`config.mk`:
```
export PLATFORM = sky130hd
export DESIGN_NAME = mmio_board_bank
export DESIGN_NICKNAME = d
export VERILOG_FILES = /design/src/rtl/mmio_board_bank.sv
export SDC_FILE = /design/constraint.sdc
export NUM_CORES = 1
export LEC_CHECK = 0
export ABC_AREA = 1
export CAP_MARGIN = 20
export CORE_MARGIN = 4
export CORE_UTILIZATION = 51
export DETAILED_ROUTE_END_ITERATION = 8
export GPL_TIMING_DRIVEN = 0
export PLACE_DENSITY = 0.81
export SYNTH_ARGS = -nofsm -noshare
export SYNTH_HDL_FRONTEND = slang
export SYNTH_SLANG_ARGS = --single-unit
```
`constraint.sdc`:
```
create_clock -name clock -period 2.4 [get_ports clock]
set_input_delay 0.36 -clock clock [delete_from_list [all_inputs] [get_ports clock]]
set_output_delay 0.36 -clock clock [all_outputs]
set_load 0.02 [all_outputs]
```
`src/rtl/mmio_board_bank.sv`:
```
// Memory-mapped I/O front end for the checkers CPU data port: status, board
// registers, a debounced sensor board with sticky change event, and RAM pass-through.
module mmio_board_bank #(
    parameter int          DATA_W     = 32,
    parameter int          NUM_BOARDS = 3,
    parameter logic [15:0] BASE_ADDR  = 16'h1000,
    parameter int          DEBOUNCE   = 4,
    parameter int          RAM_AW     = 12
) (
    input  logic                         clock,
    input  logic                         reset,
    input  logic                         wEn,
    input  logic [31:0]                  addr,
    input  logic [DATA_W-1:0]            dataIn,
    output logic [DATA_W-1:0]            dataOut,
    output logic [NUM_BOARDS*DATA_W-1:0] boardsOut,
    output logic [DATA_W-1:0]            statusOut,
    input  logic [DATA_W-1:0]            sensorBoardIn,
    output logic [DATA_W-1:0]            sensorBoardOut,
    output logic                         sensorIrq,
    output logic                         ramWEn,
    output logic [RAM_AW-1:0]            ramAddr,
    input  logic [DATA_W-1:0]            ramDataIn
);

    localparam int CNT_W = $clog2(DEBOUNCE) + 1;
    localparam logic [CNT_W-1:0] CNT_MAX = CNT_W'(DEBOUNCE - 1);
    localparam logic [31:0] OFF_STATUS = 32'd0;
    localparam logic [31:0] OFF_SENSOR = 32'd1;
    localparam logic [31:0] OFF_EVT    = 32'(NUM_BOARDS + 2);
    localparam logic [31:0] OFF_MASK   = 32'(NUM_BOARDS + 3);

    logic [DATA_W-1:0] status_q, status_d;
    logic [DATA_W-1:0] board_q [NUM_BOARDS];
    logic [DATA_W-1:0] board_d [NUM_BOARDS];
    logic [DATA_W-1:0] sync1_q, sync1_d, sync2_q, sync2_d;
    logic [DATA_W-1:0] cand_q, cand_d, stable_q, stable_d, mask_q, mask_d;
    logic [CNT_W-1:0]  cnt_q, cnt_d;
    logic              event_q, event_d;
    logic [DATA_W-1:0] rd_q, rd_d;
    logic              ram_sel_q, ram_sel_d;

    logic [31:0]       offset_s;
    logic              mmio_hit_s, ram_hit_s, wr_s, set_evt_s, clr_evt_s;
    logic [DATA_W-1:0] set_bits_s, clr_bits_s;

    // Address decode; anything past the mask offset (or below BASE_ADDR, which wraps) misses.
    always_comb begin
        offset_s   = addr - {16'h0000, BASE_ADDR};
        mmio_hit_s = (addr[31:16] == 16'h0000) && (offset_s <= OFF_MASK);
        ram_hit_s  = ((addr >> RAM_AW) == 32'd0) && !mmio_hit_s;
        wr_s       = wEn && mmio_hit_s;
        ramWEn     = wEn && ram_hit_s;
        ramAddr    = addr[RAM_AW-1:0];
    end

    // Sensor synchronizer and debouncer; the counter saturates at DEBOUNCE-1.
    always_comb begin
        sync1_d    = sensorBoardIn;
        sync2_d    = sync1_q;
        cand_d     = cand_q;
        cnt_d      = cnt_q;
        stable_d   = stable_q;
        set_bits_s = '0;
        set_evt_s  = 1'b0;
        if (sync2_q != cand_q) begin
            cand_d = sync2_q;
            cnt_d  = '0;
        end else if (cnt_q == CNT_MAX) begin
            if (cand_q != stable_q) begin
                stable_d   = cand_q;
                set_bits_s = stable_q ^ cand_q;
                set_evt_s  = 1'b1;
            end else begin
                stable_d = stable_q;
            end
        end else begin
            cnt_d = cnt_q + CNT_W'(1);
        end
    end

    // Register writes; new sensor changes take priority over write-1-to-clear.
    always_comb begin
        status_d = status_q;
        board_d  = board_q;
        if (wr_s && (offset_s == OFF_STATUS)) begin
            status_d = dataIn;
        end else begin
            status_d = status_q;
        end
        for (int k = 0; k < NUM_BOARDS; k++) begin
            if (wr_s && (offset_s == 32'(k + 2))) begin
                board_d[k] = dataIn;
            end else begin
                board_d[k] = board_q[k];
            end
        end
        clr_evt_s  = wr_s && (offset_s == OFF_EVT) && dataIn[0];
        clr_bits_s = (wr_s && (offset_s == OFF_MASK)) ? dataIn : '0;
        event_d    = (event_q && !clr_evt_s) || set_evt_s;
        mask_d     = (mask_q & ~clr_bits_s) | set_bits_s;
    end

    // Read mux sampled from pre-write register values.
    always_comb begin
        rd_d      = '0;
        ram_sel_d = ram_hit_s;
        if (mmio_hit_s) begin
            case (offset_s)
                OFF_STATUS: rd_d = status_q;
                OFF_SENSOR: rd_d = stable_q;
                OFF_EVT:    rd_d = {{(DATA_W-1){1'b0}}, event_q};
                OFF_MASK:   rd_d = mask_q;
                default: begin
                    for (int k = 0; k < NUM_BOARDS; k++) begin
                        if (offset_s == 32'(k + 2)) begin
                            rd_d = board_q[k];
                        end else begin
                            rd_d = rd_d;
                        end
                    end
                end
            endcase
        end else begin
            rd_d = '0;
        end
    end

    // State registers with synchronous reset.
    always_ff @(posedge clock) begin
        if (reset) begin
            status_q  <= '0;
            for (int k = 0; k < NUM_BOARDS; k++) board_q[k] <= '0;
            sync1_q   <= '0;
            sync2_q   <= '0;
            cand_q    <= '0;
            cnt_q     <= '0;
            stable_q  <= '0;
            event_q   <= 1'b0;
            mask_q    <= '0;
            rd_q      <= '0;
            ram_sel_q <= 1'b0;
        end else begin
            status_q  <= status_d;
            board_q   <= board_d;
            sync1_q   <= sync1_d;
            sync2_q   <= sync2_d;
            cand_q    <= cand_d;
            cnt_q     <= cnt_d;
            stable_q  <= stable_d;
            event_q   <= event_d;
            mask_q    <= mask_d;
            rd_q      <= rd_d;
            ram_sel_q <= ram_sel_d;
        end
    end

    genvar g;
    generate
        for (g = 0; g < NUM_BOARDS; g++) begin : g_boards
            assign boardsOut[g*DATA_W +: DATA_W] = board_q[g];
        end
    endgenerate

    // RAM data already carries its own one-cycle latency, so only the select is registered.
    assign dataOut        = ram_sel_q ? ramDataIn : rd_q;
    assign statusOut      = status_q;
    assign sensorBoardOut = stable_q;
    assign sensorIrq      = event_q && status_q[DATA_W-1];

endmodule

```
-- Yosys cells after proc, flatten, opt, wreduce, memory -nomap -nowiden
Index checks and enable logic that the tools add are counted.
- $add $sub $neg: 2
- multipliers: 0
- div/mod/pow operators: 0
- order comparisons: 1
- equal/unequal tests: 9
- shift-type cells: 0
- multiplexer cells: 12
- bitwise operators: 6
- reduce and logical (&&, ||, !) cells: 22
- operators by type and width (operator ; count):
    2-to-1 mux 32 bit ; 8
    one-hot mux 32 bit (4 select lines) ; 1
    == test 32 x 3 -> 1 bit, second input constant ; 3
    == test 32 x 2 -> 1 bit, second input constant ; 2
    logical NOT 32 bit ; 2
    inequality test 32 bit ; 2
    bitwise AND 32 bit ; 1
    == test 32 x 1 -> 1 bit, second input constant ; 1
    <= comparator 32 x 3 -> 1 bit, second input constant ; 1
    inverter 32 bit ; 1
    bitwise OR 32 bit ; 1
    subtractor 32 x 13 -> 32 bit, second input constant ; 1
    bitwise XOR 32 bit ; 1
    logical NOT 16 bit ; 1
    logical AND 1 bit ; 13
    OR reduction 2 bit ; 2
    adder 3 x 1 -> 3 bit, second input constant ; 1
    == test 3 x 2 -> 1 bit, second input constant ; 1
    2-to-1 mux 1 bit ; 3
    AND reduction 3 bit ; 1
    logical NOT 1 bit ; 2
    inverter 1 bit ; 2
    logical OR 1 bit ; 1
- register bits after elaboration: 325
- latch bits: 0
- RAM bits: 0
- bits in read-only memories: 0
- output and inout port bits: 206
- word-level logic and storage cells: 65
- memories kept: 0

-- Logic depth before layout (Yosys ltp)
- depth after elaboration: 9
- gate-level depth with buffers: 15
- depth with buffers taken out: 14

-- Worst setup path after synthesis
No wires, ideal clock.
- kind: input -> register
- start: in addr[15]
- end: reg board_q, in the netlist boardsOut[64]
- setup time: 113 ps
- data arrival time: 1975 ps
- required time: 2287 ps
- slack: 311 ps
- stages: 15
- buffers on the path: 1
- path through: nor2_1 > nand2_2 > nor2_2 > nand2_1 > nand2_1 > nand3_1 > nor2_1 > nand2_1 > nor2_4 > nand2_2 > nor3_4 > inv_2 > buf_2 > nor2_1 > nor2_1
- word-level cells in the longest chain between the ends: 5
- elaborated cells on any way between the ends: 6
- classes of those cells: add/sub (1); order compare (1); eq/ne (1); reduce/logical (3)
- RTL lines (element ; RTL line ; RTL):
    start, declared ; 13 ; input logic [31:0] addr,
    subtractor 32 x 13 -> 32 bit (*) ; 49 ; offset_s = addr - {16'h0000, BASE_ADDR};
    <= comparator 32 x 3 -> 1 bit ; 50 ; mmio_hit_s = (addr[31:16] == 16'h0000) && (offset_s <= OFF_MASK);
    logical AND 1 bit ; 50 ;
    logical AND 1 bit ; 52 ; wr_s = wEn && mmio_hit_s;
    logical AND 1 bit (*) ; 92 ; if (wr_s && (offset_s == 32'(k + 2))) begin
    end signal, assigned ; 145 ; board_q <= board_d;
    end, declared ; 34 ; logic [DATA_W-1:0] board_q [NUM_BOARDS];
Mark *: on every way between the ends. The rest lies on a longest branch, timed or not.
A chain may end at the register's enable or synchronous reset.

-- Final worst setup path
- start: reg ram_sel_q
- end: out dataOut[18]
- word-level cells in the longest chain between the ends: 1
- RTL lines (element ; RTL line ; RTL):
    start, declared ; 41 ; logic ram_sel_q, ram_sel_d;
    start signal, assigned ; 154 ; ram_sel_q <= ram_sel_d;
    2-to-1 mux 32 bit ; 166 ; assign dataOut = ram_sel_q ? ramDataIn : rd_q;
    end, declared ; 15 ; output logic [DATA_W-1:0] dataOut,
No other way between the ends.

==> flow_metrics.tcl <==
set metrics [dict create \
    synth-seq-area-share 0.4444 \
    grt_usage 0.3414 \
    grt_busiest_layer "met2" \
    final_util 0.7226 \
    yosys-mux-area-fraction 0.02462 \
    hpwl_mm 43.03 \
    worstPathRequired_ns 2.04 \
    first_global_vias 14670 \
    relSlewSlack 0.3644 \
    initial_utilization 0.5212 \
    num_rows 61 \
    setup_viol 0 \
    routabilityCongestion 0.9697 \
    arrival_ns 2.01 \
    fin_crit_sh 0.9876 \
    cts-htree-levels 2 \
    crit_cells 3 \
    core-area_um2 28090 \
    vias 15490 \
    place_area_um2 18480 \
    synth_top_family_by_area "simple AND/OR/NAND/NOR gates" \
    die_area_um2 31480 \
    drv_cap 0 \
    viasPerCell 5.393 \
    post-place-ws_ns -1.018 \
    final-hold-violation-count 0 \
    antenna_found_initial 1 \
    yosys.area.top_type "dfxtp_1" \
    yosys_register_bits 325 \
    period_needed_ns 2.370 \
    syn_area_per_cell_um2 7.062 \
    max_stage_delay_ns 0.54 \
    die_w_um 177.4 \
    drt_first_pass_iters 6 \
    grt.met2_usage 0.5973 \
    synth_nets 2206 \
    critPathMaxFanout 10 \
    die_h_um 177.4 \
    critPathLaunchType "register" \
    synth_xor_area_frac 0.02692 \
    fin_ws_ns 0.02979 \
    min_path_cells 3 \
    yosysTopAreaCellShare 0.4444 \
    cpLargestDelayFamily "buffers and inverters" \
    syn-cell-area_um2 14640 \
    reg2regPathDepth 13 \
    yosys.area_share.adder 0.001709 \
    syn2layout_area_growth_pct 38.64 \
    fin_skew_ns 0.01981 \
    cts_made_buffers 35 \
    crit_slowest_cell "clkdlybuf4s50_1" \
    yosysUniqueCellTypes 32 \
    num-fill-cells 2342 \
    clock.fmax_ghz 0.4219 \
    clk-insertion-delay-late_ns 0.52 \
    final_common_cell "nor2_1" \
    critPathKind "register to primary output" \
    grt_pass1_wl_mm 83.46 \
    grt_use_met3 0.06945 \
    path_buf_inv 2 \
    drtIter0Drc 1553 \
    ios 337 \
    wl_per_cell_um 19.51 \
    nets 2599 \
    syn-instance-count 2073 \
    ant_nets 0 \
    worstMarginPinSlew_ns 0.9533 \
    root_buffer "clkbuf_16" \
    worstSetupEndpointType "primary output" \
    path_clk_slew_ns 0.06 \
    hold_class "primary input to register" \
    critical_path.cell_chain "buf_6 -> mux2_2 -> clkdlybuf4s50_1" \
    clock_sinks 325 \
    port_buffers 336 \
    status "complete, no violations" \
    grt_max_degree 15 \
    cts_tree "done" \
    peakVddDrop_mv 0.5674 \
    design_area_um2 20300 \
    p_per_area_nw_per_um2 573.6 \
    synth_warnings 0 \
    slew_violations 0 \
    cts_buffer_depth 3 \
    synth-compound-area-share 0.1074 \
    synthTopCellsByArea "dfxtp_1 44%, nor2_1 12%, nand3_1 7.1%, nand2_1 6.5%, inv_1 6.2%" \
    p_leak_uw 0.008287 \
    grt.overflow.total 0 \
    drive_above_1_share 0.1043 \
    synth_simple_gate_area_share 0.2919 \
    finalWirelength_mm 56.05 \
    final_cell_mix "444 x nor2_1, 324 x dfxtp_1, 295 x clkdlybuf4s50_1" \
    hold_buffers 0 \
    drc 0 \
    met1_usage 0.4059 \
]
worst reg2reg max path: stages, from the launching register on:
cell and delay [ns]:
dfxtp_1 0.38, inv_1 0.07, nand2_1 0.07, nand4_1 0.09, nor4_1 0.34, nand2_1 0.09, nor2_1 0.19, nand2_1 0.12
nor2_1 0.16, clkbuf_4 0.23, clkbuf_4 0.22, nand2_1 0.07, nand2_1 0.07, nor2_1 0.04
synth_stat cells:
library cell	n
nor4_1	13
buf_1	23
nor2_2	5
a31oi_1	1
inv_1	241
ha_1	2
nor2_1	464
nand2_2	4
nand2_1	254
dfxtp_1	325
o21ai_0	21
nor3_4	1
nor3b_2	1
nor2_4	2
xnor2_1	34
nand4_1	18
o2111ai_1	1
o21ai_1	32
a21oi_1	162
nor3_2	1
nand3b_1	2
inv_2	3
and3_1	1
nand3_1	207
buf_4	19
clkbuf_1	61
nor4b_1	1
nor3_1	40
buf_2	27
o21a_1	64
xor2_1	11
mux2_2	32
where the power goes:
| group | total (µW) | leakage (µW) | switching [µW] | internal [µW] |
|---|---|---|---|---|
| Combinational | 712 | 0.00508 | 397 | 315 |
| Sequential | 5490 | 0.00263 | 35.0 | 5460 |
| Clock | 5440 | 0.000572 | 2220 | 3210 |
timing repair:
action                                  4_1_cts  5_1_grt
pin swaps                                    14       14
resized for setup                           133       91
endpoints found under the setup margin      262      215
endpoints found under the hold margin         0        0
cloned                                        0        2
setup buffers                                 9       11
logic make-up (layout without fill, tap and decap cells):
logic type               after synthesis  count (layout)
AO/OA/AOI/OAI                        281             281
AND/OR/NAND/NOR                     1014            1015
adder cells (fa/ha/maj)                2               2
XOR/XNOR                              45              45
flip-flops                           325             325
other                                  0               2
multiplexers                          32              32
buffers and inverters                374             793
area by class of cell:
| type | instances | area [µm²] | area share |
|---|---|---|---|
| Antenna cell | 2 | 5.005 | 0.0002466 |
| Timing Repair Buffer | 357 | 3553 | 0.1751 |
| Clock buffer | 52 | 1031 | 0.05080 |
| Clock inverter | 12 | 131.4 | 0.006473 |
| Buffer | 128 | 784.5 | 0.03865 |
| Sequential cell | 325 | 6510 | 0.3208 |
| Inverter | 244 | 915.9 | 0.04513 |
| Multi-Input combinational cell | 1375 | 6892 | 0.3396 |
| Tap cell | 378 | 473.0 | 0.02330 |
routing by layer:
layer	part of all wire	vias to the layer above
met1	0.37	7091
li1	-	7388
met5	0	-
met3	0.10	164
met4	0.044	0
met2	0.48	851
path summary, 6_finish.rpt:
check,from,end,slack (ns)
worst max-delay path,ram_sel_q,dataOut[18],0.03
worst min-delay path,sensorBoardIn[17],sync1_q[17],0.35
worst max register to register,cand_q[11],sensorBoardOut[20],0.15
worst min register to register,sync1_q[27],sync2_q[27],0.40
state kept, by name (all words and copies together), names as in the netlist:
register,flops
statusOut,32
cand_q,32
rd_q,32
event_q,1
mask_q,32
cnt_q,3
ram_sel_q,1
sensorBoardOut,32
boardsOut,96
sync1_q,32
sync2_q,32
metrics by stage:
| stage | setup TNS [ns] | hold slack, ns | total power, µW | std cells |
|---|---|---|---|---|
| after global placement | -203.38 | 0.3885 | 6282 | 2787 |
| after CTS | 0 | 0.3382 | 11650 | 2858 |
| final | 0 | 0.3483 | 11640 | 2873 |
| after global routing | -0.2127 | 0.3412 | 11940 | 2872 |
| after floorplan | 0 | 0.3883 | 5875 | 2073 |
| after detailed placement | -206.29 | 0.3925 | 6292 | 2787 |
Note: power is estimated with default switching activity, not from simulation.
